### config.mk
export PLATFORM = sky130hd
export DESIGN_NAME = inst_mem_loader
export DESIGN_NICKNAME = d
export VERILOG_FILES = /design/src/rtl/inst_mem_loader.sv
export SDC_FILE = /design/constraint.sdc
export NUM_CORES = 1
export LEC_CHECK = 0
export ABC_CLOCK_PERIOD_IN_PS = 2400
export CORE_MARGIN = 2
export CORE_UTILIZATION = 53
export CTS_BUF_LIST = sky130_fd_sc_hd__clkbuf_8
export CTS_CLUSTER_SIZE = 14
export DETAILED_ROUTE_END_ITERATION = 8
export MAX_ROUTING_LAYER = met4
export PLACE_DENSITY = 0.82
export RECOVER_POWER = 25
export SETUP_SLACK_MARGIN = 0.5
export SLEW_MARGIN = 20
export SYNTH_ARGS = -nofsm -noshare
export SYNTH_HDL_FRONTEND = slang
export SYNTH_SLANG_ARGS = --single-unit
### constraint.sdc
create_clock -name i_clk -period 2.4 [get_ports i_clk]
set_input_delay 0.24 -clock i_clk [delete_from_list [all_inputs] [get_ports i_clk]]
set_output_delay 0.24 -clock i_clk [all_outputs]
set_load 0.02 [all_outputs]
### src/rtl/inst_mem_loader.sv
// -----------------------------------------------------------------------------
// inst_mem_loader
//
// Write-side loader for the instruction memory. A program image arrives as a
// little-endian byte stream. The loader packs each group of four bytes into a
// 32-bit instruction word and writes it to the memory, one word per write
// strobe. Words are written at consecutive byte addresses starting at 0, using
// the same byte-address convention as the PC (the memory indexes by addr >> 2).
//
// Ports
//   i_clk         rising-edge clock
//   i_rst_n       asynchronous active-low reset
//   i_start       one-cycle pulse; begins a load from IDLE, DONE or ERR
//   i_byte_valid  i_byte_data holds a byte
//   i_byte_data   program byte
//   i_byte_last   marks the final byte of the image (only with i_byte_valid)
//   o_byte_ready  loader accepts a byte this cycle
//   o_wr_en       one-cycle write strobe to instruction memory
//   o_wr_addr     byte address of the word being written (bits [1:0] = 0)
//   o_wr_data     assembled instruction word
//   o_busy        load in progress (RECV or WRITE)
//   o_done        image fully written (held until the next start)
//   o_error       image longer than DEPTH words (held until the next start)
// -----------------------------------------------------------------------------
module inst_mem_loader #(
    parameter int DEPTH = 18
) (
    input  logic        i_clk,
    input  logic        i_rst_n,
    input  logic        i_start,
    input  logic        i_byte_valid,
    input  logic [7:0]  i_byte_data,
    input  logic        i_byte_last,
    output logic        o_byte_ready,
    output logic        o_wr_en,
    output logic [31:0] o_wr_addr,
    output logic [31:0] o_wr_data,
    output logic        o_busy,
    output logic        o_done,
    output logic        o_error
);

    // The word index has to be able to reach DEPTH after the final increment.
    localparam int IDX_W = $clog2(DEPTH + 1);

    typedef enum logic [2:0] {
        S_IDLE,
        S_RECV,
        S_WRITE,
        S_DONE,
        S_ERR
    } state_t;

    state_t           r_state;
    state_t           w_state_next;

    logic [IDX_W-1:0] r_word_idx;
    logic [2:0]       r_byte_cnt;
    logic [31:0]      r_asm;
    logic             r_last;
    logic [31:0]      r_wr_addr;
    logic [31:0]      r_wr_data;

    logic             w_start;
    logic             w_accept;
    logic             w_word_full;
    logic             w_last_slot;
    logic [31:0]      w_asm_new;

    // start is only honoured when no load is running.
    assign w_start     = i_start && ((r_state == S_IDLE) ||
                                     (r_state == S_DONE) ||
                                     (r_state == S_ERR));
    assign w_accept    = (r_state == S_RECV) && i_byte_valid;
    assign w_word_full = w_accept && ((r_byte_cnt == 3'd3) || i_byte_last);
    assign w_last_slot = (r_word_idx == IDX_W'(DEPTH - 1));

    // Drop the incoming byte into its lane. The assembly register is cleared
    // at the start of every word, so lanes above a mid-word last byte stay 0.
    always_comb begin
        w_asm_new = r_asm;
        case (r_byte_cnt[1:0])
            2'd0:    w_asm_new[7:0]   = i_byte_data;
            2'd1:    w_asm_new[15:8]  = i_byte_data;
            2'd2:    w_asm_new[23:16] = i_byte_data;
            default: w_asm_new[31:24] = i_byte_data;
        endcase
    end

    // State register.
    always_ff @(posedge i_clk or negedge i_rst_n) begin
        if (!i_rst_n) begin
            r_state <= S_IDLE;
        end else begin
            r_state <= w_state_next;
        end
    end

    // Next state and state-decoded outputs.
    always_comb begin
        w_state_next = r_state;
        o_byte_ready = 1'b0;
        o_wr_en      = 1'b0;
        o_busy       = 1'b0;
        o_done       = 1'b0;
        o_error      = 1'b0;
        case (r_state)
            S_IDLE: begin
                if (w_start) begin
                    w_state_next = S_RECV;
                end
            end
            S_RECV: begin
                o_byte_ready = 1'b1;
                o_busy       = 1'b1;
                if (w_word_full) begin
                    w_state_next = S_WRITE;
                end
            end
            S_WRITE: begin
                o_wr_en = 1'b1;
                o_busy  = 1'b1;
                // A final byte in the last slot still counts as a clean finish.
                if (r_last) begin
                    w_state_next = S_DONE;
                end else if (w_last_slot) begin
                    w_state_next = S_ERR;
                end else begin
                    w_state_next = S_RECV;
                end
            end
            S_DONE: begin
                o_done = 1'b1;
                if (w_start) begin
                    w_state_next = S_RECV;
                end
            end
            S_ERR: begin
                o_error = 1'b1;
                if (w_start) begin
                    w_state_next = S_RECV;
                end
            end
            default: begin
                w_state_next = S_IDLE;
            end
        endcase
    end

    // Datapath. The write address and data are captured on the edge that
    // completes a word, so they are valid throughout WRITE and then simply
    // hold until the next word completes.
    always_ff @(posedge i_clk or negedge i_rst_n) begin
        if (!i_rst_n) begin
            r_word_idx <= '0;
            r_byte_cnt <= '0;
            r_asm      <= '0;
            r_last     <= 1'b0;
            r_wr_addr  <= '0;
            r_wr_data  <= '0;
        end else if (w_start) begin
            r_word_idx <= '0;
            r_byte_cnt <= '0;
            r_asm      <= '0;
            r_last     <= 1'b0;
        end else if (w_accept) begin
            if (w_word_full) begin
                r_wr_data <= w_asm_new;
                r_wr_addr <= {{(30 - IDX_W){1'b0}}, r_word_idx, 2'b00};
                r_last    <= i_byte_last;
            end else begin
                r_asm      <= w_asm_new;
                r_byte_cnt <= r_byte_cnt + 3'd1;
            end
        end else if (r_state == S_WRITE) begin
            r_word_idx <= r_word_idx + {{(IDX_W - 1){1'b0}}, 1'b1};
            r_byte_cnt <= '0;
            r_asm      <= '0;
        end
    end

    assign o_wr_addr = r_wr_addr;
    assign o_wr_data = r_wr_data;

endmodule

==> out/metrics.cfg <==
[cts]
cts.sinks=81
cts-root-buf=clkbuf_8
clock_path_buffers=2
cts_tree=built
clkLatencyLatePin_ns=0.35
cts_htree_levels=3
cts_made_buffers=9
path_clk_slew_ns=0.08

[critical_path]
rrSetupSlack_ns=0.53
cp.depth=6
cp_top_family=adder cells
crit_buf_inv=0
rr_endpoint=r_asm[3]
cp-start-kind=register
max_stage_delay_ns=0.44
rr_startpoint=r_byte_cnt[0]
cp_max_fo=8
path_class=register to register
cp.arrival_ns=2.10
cp_data_required_time_ns=2.63
end_kind=register
worstRegToRegCells=6
cp_slowest_cell=dfrtp_1
critPathMostFrequentCell=ha_1
worstPathCellList=ha_1 > ha_1 > nor2_2 > a21o_1 > o21ai_4 > a22o_1

[sta]
fin_crit_ns=1.87
finalSetupTns_ns=0
timing.fmax_ghz=0.535
setup-violations-final=0
fin_worst_skew_ns=0.0103
finalMaxSlewViolations=82
rsz0062_at_grt=yes
worst_slew_pin_slew_ns=1.93
worst_slack_ns=0.529
hold_violations=0
slew_headroom_pct=-28.7
timing.final.crit_share_pct=78.0

[job]
max_cap_violations=1

[pwr]
p_int_w=0.00325
p_seq_share_pct=38.5
comb_power_share_pct=42.1
p_switching_w=0.00194
p_clk_share_pct=19.4
power_w=0.00519
p_per_area_nw_per_um2=1110
switching_share_pct=37.4
ir_drop_uv=578
power.leakage_nw=2.15

[synthesis]
synth-seq-cells=81
yosys-top-cells-area=dfrtp_1, mux2i_1, a22o_1
yosys.area_share.adder_pct=2.23
synthXorXnorAreaFrac_pct=0.670
synth_edf_count=0
synth_mux_area_share_pct=10.2
avgSynthCellArea_um2=11.2
synth_flop_cell=dfrtp_1
yosys-top-cells-count=dfrtp_1, nand2_1, o21ai_0
synth-simple-area-share_pct=8.43
synth_compound_area_share_pct=17.5
yosysSeqAreaShare_pct=51.7
yosysWarnings=0
synth_most_common_cell=dfrtp_1
syn-instance-count=351
synth_top_family_by_area=compound AO/OA/AOI/OAI gates
ys_async_sr_fraction_pct=100
synthesis.area_um2=3920
ys_types=38
synth_top_area_share_pct=51.7
synth_top_area_cell=dfrtp_1

[die]
io_pins=82
rows=31
start_util_pct=54.3
core_um2=7210
die-area_um2=8100
die_width_um=90
die_h_um=90

[detailed_routing]
finalWirelength_um=7690
post_drt_via_cell_ratio=5.34
ant_nets=0
drt-pass1-iter-count=4
vias=2703
drc=0
wl_per_cell_um=15.2
drtIter0Drc=176

[global_routing]
antenna_found_initial=0
grt_max_degree=82
grt_pass1_vias=2462
track_usage_pct=19.9
grt_pass1_wl_um=12600
grt-ovfl-total=0

[finish]
diodes=0
utilization_pct=64.6
fin_nets=422
syn2layout_area_growth_pct=18.8
drive_gt1_share_pct=14.5

[place]
post-place-ws_ns=0.421
portBuffers=54
dp_hpwl_um=5220
gp_congestion=0.844

[outcome]
violations=max-capacitance violations, max-slew violations
outcome=finished with violations

[min_path]
worstHoldPathType=primary input to async pin

-- flip-flops by register name, indices dropped and copies added (netlist names) --
name / count
o_wr_data: 32
r_byte_cnt: 3
r_state: 3
o_wr_addr: 5
r_last: 1
r_word_idx: 5
r_asm: 32
-- layout make-up --
type	instances	area (um^2)
clock buffer	10	138
tap	99	124
clock inverter	6	67.6
sequential	81	2030
timing repair buffer	67	629
multi-input combinational	235	1640
fill	583	2560
inverter	8	31.3
-- routing by layer --
layer / GRT usage (%) / vias to the layer above / wire length, um
met4: 5.90 / 0 / 100
li1: - / 1268 / -
met1: 27.5 / 1340 / 3580
met2: 29.5 / 83 / 3630
met3: 4.95 / 12 / 389
met5: - / - / 0
-- layout by cell type, fill, tap and decap left out, drive strengths merged, types with 2 or more instances in the layout --
cell           instances
clkinv                 3
nand4                  2
dfrtp                 81
inv                    9
clkdlybuf4s50         48
or2                    2
nor3                   3
o21ai                 43
ha                     7
a22o                  34
and3                   4
buf                   13
clkbuf                13
nor2                  10
conb                  27
mux2                   5
nand2                 42
nand2b                 2
a21o                   5
mux2i                 33
a21oi                  5
dlygate4sd2            2
xor2                   2
-- repair_timing --
action                     4_1_cts  5_1_grt
pin swaps                        0        0
hold buffers                     0        0
gates resized for setup         11       10
setup buffers                    0        6
setup endpoints to repair       44       49
-- logic make-up (layout without fill, tap and decap cells) --
family / after synthesis / in the layout
flip-flops: 81 / 81
other: 1 / 27
buffers and inverters: 61 / 91
AO/OA/AOI/OAI: 90 / 90
AND/OR/NAND/NOR: 70 / 70
adder cells (fa/ha/maj): 7 / 7
XOR/XNOR: 3 / 3
multiplexers: 38 / 38
-- how the worst max path moves through the flow --
stage	endpoint	from	slack, ns
after floorplan	r_asm[24]	r_byte_cnt[0]	0.70
after global placement	o_busy	r_state[0]	0.47
after detailed placement	r_asm[9]	r_byte_cnt[0]	0.42
after CTS	o_busy	r_state[1]	0.34
after global routing	r_state[1]	i_rst_n	0.26
final	r_asm[3]	r_byte_cnt[0]	0.53
-- power groups by stage --
stage / Clock (W) / Sequential (W) / Combinational, W
floorplan: 0 / 0.00223 / 0.00118
global placement: 0 / 0.00201 / 0.00208
detailed placement: 0 / 0.00203 / 0.00214
CTS: 0.00103 / 0.00201 / 0.00212
global route: 0.00109 / 0.00205 / 0.00236
finish: 0.00101 / 0.00200 / 0.00218
-- metrics by stage --
step                instance area [um^2]  hold WS (ns)  instances
finish                              4660         0.432        506
global route                        4660         0.504        506
CTS                                 4610        0.0895        500
detailed placement                  4400         0.469        484
global placement                    4400         0.459        484
floorplan                           4020       -0.0556        377
Power figures use the tool's default switching activity.
